--- config.mk ---
export PLATFORM = sky130hd
export DESIGN_NAME = csi2_rx_packet_parser
export DESIGN_NICKNAME = d
export VERILOG_FILES = /design/src/rtl/csi2_rx_packet_parser.sv
export SDC_FILE = /design/constraint.sdc
export NUM_CORES = 1
export LEC_CHECK = 0
export CAP_MARGIN = 15
export CORE_MARGIN = 2
export CORE_UTILIZATION = 40
export CTS_CLUSTER_SIZE = 10
export DETAILED_ROUTE_END_ITERATION = 7
export PLACE_DENSITY_LB_ADDON = 0.2
export SLEW_MARGIN = 5
export SYNTH_ARGS = -nofsm -noshare
export SYNTH_HDL_FRONTEND = slang
export SYNTH_SLANG_ARGS = --single-unit
--- constraint.sdc ---
create_clock -name clk -period 4.7 [get_ports clk]
set_input_delay 0.94 -clock clk [delete_from_list [all_inputs] [get_ports clk]]
set_output_delay 0.94 -clock clk [all_outputs]
set_load 0.1 [all_outputs]
--- src/rtl/csi2_rx_packet_parser.sv ---
// Purpose : CSI-2 receive packet parser for a 2-lane byte stream: checks the
//           burst sync word, decodes and ECC-checks the packet header, emits
//           short-packet pulses, streams long-packet payload and checks its CRC.
// Latency : every output is registered; results for a word accepted on cycle N
//           appear on cycle N+1.
// Backpressure: none; data_en=0 stalls the parser, which never pushes back.
//
// Ports:
//   clk, reset        byte clock, asynchronous active-high reset
//   hs_active         HS burst in progress on both lanes
//   data_en, data_in  input word valid, {lane1 byte, lane0 byte}
//   frame_start/frame_end/line_start/line_end   short-packet pulses (DT 0..3)
//   vc, dt, wc        fields of the last accepted header
//   pix_valid, pix_data, pix_last               payload words
//   pkt_done          long packet CRC matched
//   sync_err, ecc_err, crc_err, wc_err, abort   one-cycle error pulses
module csi2_rx_packet_parser #(
   parameter logic [7:0] SYNC_BYTE = 8'hB8,
   parameter bit         CHECK_ECC = 1'b1
) (
   input  logic        clk,
   input  logic        reset,
   input  logic        hs_active,
   input  logic        data_en,
   input  logic [15:0] data_in,
   output logic        frame_start,
   output logic        frame_end,
   output logic        line_start,
   output logic        line_end,
   output logic [1:0]  vc,
   output logic [5:0]  dt,
   output logic [15:0] wc,
   output logic        pix_valid,
   output logic [15:0] pix_data,
   output logic        pix_last,
   output logic        pkt_done,
   output logic        sync_err,
   output logic        ecc_err,
   output logic        crc_err,
   output logic        wc_err,
   output logic        abort
);

   typedef enum logic [2:0] {
      IDLE,
      SYNC,
      HDR0,
      HDR1,
      PAYLOAD,
      CRC,
      DRAIN
   } state_t;

   state_t      state;
   state_t      state_nxt;

   // hs_active of the previous cycle; reset to 1 so a lane that is already
   // high when reset releases is not mistaken for a new burst.
   logic        hs_prev;
   logic        hs_rise;

   // First header word, held until the second header word arrives.
   logic [7:0]  di_q;
   logic [7:0]  wc_l_q;
   logic [7:0]  di_nxt;
   logic [7:0]  wc_l_nxt;

   logic [15:0] count;
   logic [15:0] count_nxt;
   logic [15:0] crc_q;
   logic [15:0] crc_nxt;

   logic [23:0] hdr_bits;
   logic [15:0] wc_in;
   logic [7:0]  ecc_calc;
   logic        ecc_ok;
   logic        in_packet;

   logic [1:0]  vc_nxt;
   logic [5:0]  dt_nxt;
   logic [15:0] wc_nxt;
   logic [15:0] pix_data_nxt;
   logic        frame_start_nxt;
   logic        frame_end_nxt;
   logic        line_start_nxt;
   logic        line_end_nxt;
   logic        pix_valid_nxt;
   logic        pix_last_nxt;
   logic        pkt_done_nxt;
   logic        sync_err_nxt;
   logic        ecc_err_nxt;
   logic        crc_err_nxt;
   logic        wc_err_nxt;
   logic        abort_nxt;

   // Header ECC: 6 Hamming parity bits over the 24 header bits, top two
   // bits of the ECC byte are zero. Each mask lists the data bits of one
   // parity bit.
   function automatic logic [7:0] ecc_of(input logic [23:0] d);
      logic [7:0] p;
      p[0] = ^(d & 24'hF12CB7);
      p[1] = ^(d & 24'hF2555B);
      p[2] = ^(d & 24'h749A6D);
      p[3] = ^(d & 24'hB8E38E);
      p[4] = ^(d & 24'hDF03F0);
      p[5] = ^(d & 24'hEFFC00);
      p[6] = 1'b0;
      p[7] = 1'b0;
      return p;
   endfunction

   // One byte of the reflected CRC-16 (poly 0x8408), LSB first.
   function automatic logic [15:0] crc_byte(input logic [15:0] c, input logic [7:0] b);
      logic [15:0] r;
      r = c;
      for (int i = 0; i < 8; i++) begin
         if (r[0] ^ b[i]) begin
            r = (r >> 1) ^ 16'h8408;
         end else begin
            r = r >> 1;
         end
      end
      return r;
   endfunction

   assign hs_rise   = hs_active & ~hs_prev;
   assign hdr_bits  = {data_in[7:0], wc_l_q, di_q};
   assign wc_in     = {data_in[7:0], wc_l_q};
   assign ecc_calc  = ecc_of(hdr_bits);
   assign ecc_ok    = !CHECK_ECC || (ecc_calc == data_in[15:8]);
   // States in which a dropped hs_active counts as an aborted packet.
   assign in_packet = (state == SYNC) || (state == HDR0) || (state == HDR1) ||
                      (state == PAYLOAD) || (state == CRC);

   always_ff @(posedge clk or posedge reset) begin
      if (reset) begin
         state <= IDLE;
      end else begin
         state <= state_nxt;
      end
   end

   always_comb begin
      state_nxt       = state;
      di_nxt          = di_q;
      wc_l_nxt        = wc_l_q;
      count_nxt       = count;
      crc_nxt         = crc_q;
      vc_nxt          = vc;
      dt_nxt          = dt;
      wc_nxt          = wc;
      pix_data_nxt    = pix_data;
      frame_start_nxt = 1'b0;
      frame_end_nxt   = 1'b0;
      line_start_nxt  = 1'b0;
      line_end_nxt    = 1'b0;
      pix_valid_nxt   = 1'b0;
      pix_last_nxt    = 1'b0;
      pkt_done_nxt    = 1'b0;
      sync_err_nxt    = 1'b0;
      ecc_err_nxt     = 1'b0;
      crc_err_nxt     = 1'b0;
      wc_err_nxt      = 1'b0;
      abort_nxt       = 1'b0;

      if (in_packet && !hs_active) begin
         // Burst ended mid-packet: any word presented now is dropped, and
         // the last-word/done pulses it might have produced never happen.
         abort_nxt = 1'b1;
         state_nxt = IDLE;
      end else begin
         case (state)
            IDLE: begin
               if (hs_rise) begin
                  state_nxt = SYNC;
               end
            end

            SYNC: begin
               if (data_en) begin
                  if (data_in == {SYNC_BYTE, SYNC_BYTE}) begin
                     count_nxt = 16'h0000;
                     crc_nxt   = 16'hFFFF;
                     state_nxt = HDR0;
                  end else begin
                     sync_err_nxt = 1'b1;
                     state_nxt    = DRAIN;
                  end
               end
            end

            HDR0: begin
               if (data_en) begin
                  di_nxt    = data_in[7:0];
                  wc_l_nxt  = data_in[15:8];
                  state_nxt = HDR1;
               end
            end

            HDR1: begin
               if (data_en) begin
                  if (!ecc_ok) begin
                     // Corrupt header: nothing of it is published.
                     ecc_err_nxt = 1'b1;
                     state_nxt   = DRAIN;
                  end else begin
                     vc_nxt = di_q[7:6];
                     dt_nxt = di_q[5:0];
                     wc_nxt = wc_in;
                     if (di_q[5:0] <= 6'h0F) begin
                        case (di_q[5:0])
                           6'h00:   frame_start_nxt = 1'b1;
                           6'h01:   frame_end_nxt   = 1'b1;
                           6'h02:   line_start_nxt  = 1'b1;
                           6'h03:   line_end_nxt    = 1'b1;
                           default: ;
                        endcase
                        state_nxt = DRAIN;
                     end else if (wc_in[0]) begin
                        // Two bytes arrive per word, so odd lengths cannot be framed.
                        wc_err_nxt = 1'b1;
                        state_nxt  = DRAIN;
                     end else if (wc_in == 16'h0000) begin
                        state_nxt = CRC;
                     end else begin
                        state_nxt = PAYLOAD;
                     end
                  end
               end
            end

            PAYLOAD: begin
               if (data_en) begin
                  pix_valid_nxt = 1'b1;
                  pix_data_nxt  = data_in;
                  crc_nxt       = crc_byte(crc_byte(crc_q, data_in[7:0]), data_in[15:8]);
                  count_nxt     = count + 16'd2;
                  if (count + 16'd2 == wc) begin
                     pix_last_nxt = 1'b1;
                     state_nxt    = CRC;
                  end
               end
            end

            CRC: begin
               if (data_en) begin
                  // Lane0 carries the CRC low byte, lane1 the high byte.
                  if (data_in == crc_q) begin
                     pkt_done_nxt = 1'b1;
                  end else begin
                     crc_err_nxt = 1'b1;
                  end
                  state_nxt = DRAIN;
               end
            end

            DRAIN: begin
               if (!hs_active) begin
                  state_nxt = IDLE;
               end
            end

            default: begin
               state_nxt = IDLE;
            end
         endcase
      end
   end

   always_ff @(posedge clk or posedge reset) begin
      if (reset) begin
         hs_prev     <= 1'b1;
         di_q        <= 8'h00;
         wc_l_q      <= 8'h00;
         count       <= 16'h0000;
         crc_q       <= 16'hFFFF;
         vc          <= 2'd0;
         dt          <= 6'd0;
         wc          <= 16'h0000;
         pix_data    <= 16'h0000;
         frame_start <= 1'b0;
         frame_end   <= 1'b0;
         line_start  <= 1'b0;
         line_end    <= 1'b0;
         pix_valid   <= 1'b0;
         pix_last    <= 1'b0;
         pkt_done    <= 1'b0;
         sync_err    <= 1'b0;
         ecc_err     <= 1'b0;
         crc_err     <= 1'b0;
         wc_err      <= 1'b0;
         abort       <= 1'b0;
      end else begin
         hs_prev     <= hs_active;
         di_q        <= di_nxt;
         wc_l_q      <= wc_l_nxt;
         count       <= count_nxt;
         crc_q       <= crc_nxt;
         vc          <= vc_nxt;
         dt          <= dt_nxt;
         wc          <= wc_nxt;
         pix_data    <= pix_data_nxt;
         frame_start <= frame_start_nxt;
         frame_end   <= frame_end_nxt;
         line_start  <= line_start_nxt;
         line_end    <= line_end_nxt;
         pix_valid   <= pix_valid_nxt;
         pix_last    <= pix_last_nxt;
         pkt_done    <= pkt_done_nxt;
         sync_err    <= sync_err_nxt;
         ecc_err     <= ecc_err_nxt;
         crc_err     <= crc_err_nxt;
         wc_err      <= wc_err_nxt;
         abort       <= abort_nxt;
      end
   end

endmodule

[Word-level counts from Yosys, hierarchy flattened]
Cells that the tools add are included.
Cells by class
  add/subtract/negate cells: 1
  magnitude comparators: 1
  equality and inequality tests: 24
  multiplexer cells: 138
  bitwise gates (word level): 35
  reduce and logical (&&, ||, !) cells: 21
Operator list (number)
  2-to-1 mux 16 bit: 67
  parity 24 bit: 6
  case mux 16 bit (2 select lines): 2
  2-to-1 mux 1 bit: 55
  inverter 2 -> 3 bit: 16
  == test 16 bit: 2
  2-to-1 mux 3 bit: 10
  case mux 3 bit (7 select lines): 1
  adder 16 x 2 -> 16 bit (second input constant): 1
  == test 16 bit (second input constant): 1
  zero test 16 bit: 1
  XOR 1 bit: 16
  inequality test 3 x 2 -> 1 bit (second input constant): 5
  == test 6 x 2 -> 1 bit (second input constant): 2
  == test 3 bit (second input constant): 3
  == test 6 x 8 -> 1 bit: 1
  AND reduction 8 bit: 1
  == test 3 x 2 -> 1 bit (second input constant): 2
  == test 6 x 1 -> 1 bit (second input constant): 1
  less-or-equal comparator 6 x 4 -> 1 bit (second input constant): 1
  zero test 6 bit: 1
  2-to-1 mux 2 bit: 3
  inequality test 3 bit (second input constant): 2
  AND reduction 3 bit: 2
  13 further kinds: 18
Word-level totals
  register bits: 104
  input port bits: 20
  output and inout bits: 52
  word-level logic and storage cells: 242

[Logic depth before layout (Yosys ltp)]
  depth in word-level cells: 81
  gate-level depth with buffers: 11
  depth with buffers taken out: 9

[Least setup slack after synthesis]
Ideal clock, no wire load.
  path type: input port to flip-flop
  start: input data_in[3]
  end: register wc[13]
  library setup time: 0.126 ns
  arrival time: 3.052 ns
  data required time: 4.574 ns
  setup slack: 1.523 ns
  stages on the path: 11
  buffers on the path: 3
  path through: clkbuf_1 > inv_1 > ha_1 > xnor2_1 > xnor2_1 > and3_1 > o2111ai_1 > or3_1 > buf_6 > buf_6 > mux2_4
Between the ends
  longest elaborated chain between the ends: 3
  elaborated cells on any way between the ends: 5
  classes of those cells: eq/ne (1); reduce/logical (4)
RTL lines
  start: declaration: line 25  | input logic [15:0] data_in,
  parity 24 bit, on equally long branches: line 104, 105, 106
  == test 6 x 8 -> 1 bit (*): line 130  | assign ecc_ok = !CHECK_ECC || (ecc_calc == data_in[15:8]);
  AND reduction 4 bit (no source line) (*)
  end signal: assignment: line 301  | wc <= wc_nxt;
  end: declaration: line 32  | output logic [15:0] wc,
Mark *: on every way between the ends. The rest lies on a longest branch, timed or not.
A chain may end at the register's enable or synchronous reset.

[Worst setup path after layout]
  start: input data_in[4]
  end: register wc[13]
Between the ends
  longest elaborated chain between the ends: 3
  elaborated cells on any way between the ends: 7
  classes of those cells: eq/ne (1); reduce/logical (6)
RTL lines (line)
  parity 24 bit, on equally long branches
  == test 6 x 8 -> 1 bit (*): 130
  AND reduction 4 bit (no source line) (*)
Marks and branches as above.

==> flow_metrics.tcl <==
set metrics [dict create \
    vdd_drop_max_mv 0.439 \
    routed_wl_mm 14.8 \
    antenna_found_initial 0 \
    worstPathCellList "clkdlybuf4s50_1, inv_1, ha_1, xnor2_1, xor2_1, xnor3_1, o2111ai_1, or3_1, buf_4, mux2_4" \
    clock.fmax_mhz 273 \
    wire_per_inst_um 18.2 \
    grt_max_degree 58 \
    grt_pass1_wl_mm 24.5 \
    path_delay_family "buffers and inverters" \
    p_total_mw 5.21 \
    grt_pass1_vias 4333 \
    h-tree-depth 3 \
    cts-resized-gates 0 \
    clock_latency_ps 360 \
    crit_path_max_fanout 17 \
    critPathArrivalTime_ps 3900 \
    critPathLaunchType "input port" \
    overflow 0 \
    gp_congestion 0.890 \
    synth_cell_type_count 55 \
    setup_tns_ps 0 \
    initial_core_util 0.413 \
    rows 43 \
    outcome "completed" \
    cts-root-buf "clkbuf_16" \
    period_share 0.779 \
    synth-seq-area-share 0.449 \
    die-width_um 124 \
    maxSlewViolCount 0 \
    syn_to_final_growth_pct 21.1 \
    fill_cells 1294 \
    critPathBufInv 3 \
    nNetsFinal 666 \
    end_kind "flop" \
    syn_avg_cell_area_sq_um 10.3 \
    track_usage 0.200 \
    via_count 4247 \
    first_pass_iters 4 \
    reg2reg_setup_slack_ps 1750 \
    hold_path_class "reg -> reg" \
    ant_nets 0 \
    routed_via_density 5.22 \
    critical_path.max_stage_delay_ps 660 \
    portBuffers 71 \
    yosys_warnings 0 \
    core_area_sq_mm 0.0140 \
    finalSetupViolations 0 \
    min_period_ps 3660 \
    cp.required_ps 4940 \
    netlist_area_sq_mm 0.00578 \
    layout-drive-gt1-share 0.126 \
    hold_viol 0 \
    drc 0 \
    worstMarginPinSlew_ps 987 \
    maxSlewHeadroom 0.340 \
    drt-initial-drc-count 249 \
    dieArea_sq_mm 0.0154 \
    leakage_nw 3.09 \
    numClockSinks 103 \
    final_core_util 0.501 \
    synth_nets 597 \
    syn_inst 559 \
    rsz0062_at_grt "no" \
    hold_buffers 0 \
    synthFlopType "dfrtp_1" \
    cap_violations 0 \
    tritoncts "done" \
    placed_area_sq_mm 0.00668 \
    critPathKind "in -> reg" \
    clk_pin_slew_ps 70 \
    whs_ps 480 \
    cts_post_setup_buffers_inserted 0 \
    numCtsBuffers 9 \
    clk_path_buf_depth 2 \
    synth_edf_count 0 \
    p_per_area_mw_per_mm2 744 \
    fin_area_sq_mm 0.00701 \
    synth-seq-cells 103 \
    crit_slowest_cell "clkdlybuf4s50_1" \
    antennaDiodeCount 0 \
    async_reset_ff_frac 1.00 \
    hpwlAfterDp_mm 10.6 \
    final.setup_skew_ps 8.62 \
    ios 72 \
    die_h_um 124 \
]
[layer usage]
| metal | wire length (um) | vias up | part of all wire | global-route usage |
|---|---|---|---|---|
| met3 | 713 | 15 | 0.048 | 0.0370 |
| met4 | 247 | 0 | 0.017 | 0.0648 |
| met1 | 7190 | 2089 | 0.49 | 0.296 |
| met5 | 0 | - | 0 | 0 |
| li1 | - | 2037 | - | - |
| met2 | 6620 | 106 | 0.45 | 0.297 |
[Yosys cell counts, types with 4 or more instances]
library cell,count,area share
a211oi_1,6,0.0078
a21oi_1,14,0.012
a31oi_1,4,0.0043
and2_1,4,0.0043
and3_1,4,0.0043
buf_2,4,0.0035
clkbuf_1,13,0.0084
dfrtp_1,86,0.37
dfstp_2,17,0.077
ha_1,18,0.039
inv_1,33,0.021
mux2_2,27,0.053
mux2_4,5,0.013
nand2_1,58,0.038
nand2b_1,5,0.0054
nand3_1,10,0.0087
nand4_1,8,0.0087
nor2_1,32,0.021
nor3_1,16,0.014
o21ai_0,39,0.034
o31ai_1,8,0.010
xnor2_1,66,0.10
xnor3_1,7,0.027
xor2_1,28,0.042
[layout by cell type (no fill, tap or decap), drive strengths merged, types with 7 or more instances in the layout]
cell and instances:
nor3 16, a21oi 14, nand2 58, buf 10, nand4 8, dfstp 17
clkdlybuf4s50 71, xor2 29, mux2 32, xnor3 7, dfrtp 86, xnor2 68
clkbuf 10, nand3 10, inv 33, o21ai 40, o31ai 8, nor2 32
ha 18
[power breakdown]
part           switching [mW]  internal, mW  leakage (nW)  total, mW
logic                    1.69          1.27          1.59       2.96
registers               0.265          1.17          1.33       1.43
clock network           0.341         0.480         0.162      0.820
total                    2.29          2.92          3.09       5.21
[final cells by class]
| type | count | area, sq um | area share |
|---|---|---|---|
| well taps | 180 | 225 | 0.0321 |
| clock inverters | 6 | 83.8 | 0.0120 |
| multi-input cells | 400 | 2950 | 0.421 |
| repair buffers | 81 | 786 | 0.112 |
| clock buffers | 10 | 239 | 0.0341 |
| inverters | 33 | 126 | 0.0180 |
| flip-flops and latches | 103 | 2600 | 0.371 |
[worst register-to-register path, delay by kind of cell, from the launching register on]
family | cells | cell delay [ps]
flops | 1 | 460
compound gates | 2 | 380
simple gates | 5 | 1710
fa+ha+maj | 1 | 320
[worst paths after layout]
check | from | cells after the start | end
max in group asynchronous | reset | 3 | hs_prev
min | pix_data[0] | 2 | pix_data[0]
max reg2reg | count[1] | 8 | state[0]
min reg2reg | pix_data[0] | 2 | pix_data[0]
max | data_in[4] | 10 | wc[13]
min in group asynchronous | reset | 2 | pix_valid
[stage by stage]
step | setup WS (ps) | instances
floorplan | 1080 | 559
global placement | 768 | 797
detailed placement | 669 | 797
CTS | 1050 | 813
global route | 853 | 813
finish | 1040 | 813
[logic make-up after synthesis]
group | after synthesis | share of synthesized area
fa+ha+maj | 18 | 0.0389
mux | 35 | 0.0707
compound gates | 89 | 0.0935
simple gates | 153 | 0.124
flops | 103 | 0.449
buf+inv | 56 | 0.0411
xor+xnor | 105 | 0.182
[sequential cells by signal, indices dropped and copies added, names as in the netlist]
name / count
abort: 1
count: 15
crc_err: 1
crc_q: 16
di_q: 8
dt: 6
ecc_err: 1
frame_end: 1
frame_start: 1
hs_prev: 1
line_end: 1
line_start: 1
pix_data: 16
pix_last: 1
pix_valid: 1
pkt_done: 1
state: 3
sync_err: 1
vc: 2
wc: 16
wc_err: 1
wc_l_q: 8
Note: power is estimated with default switching activity, not from simulation.
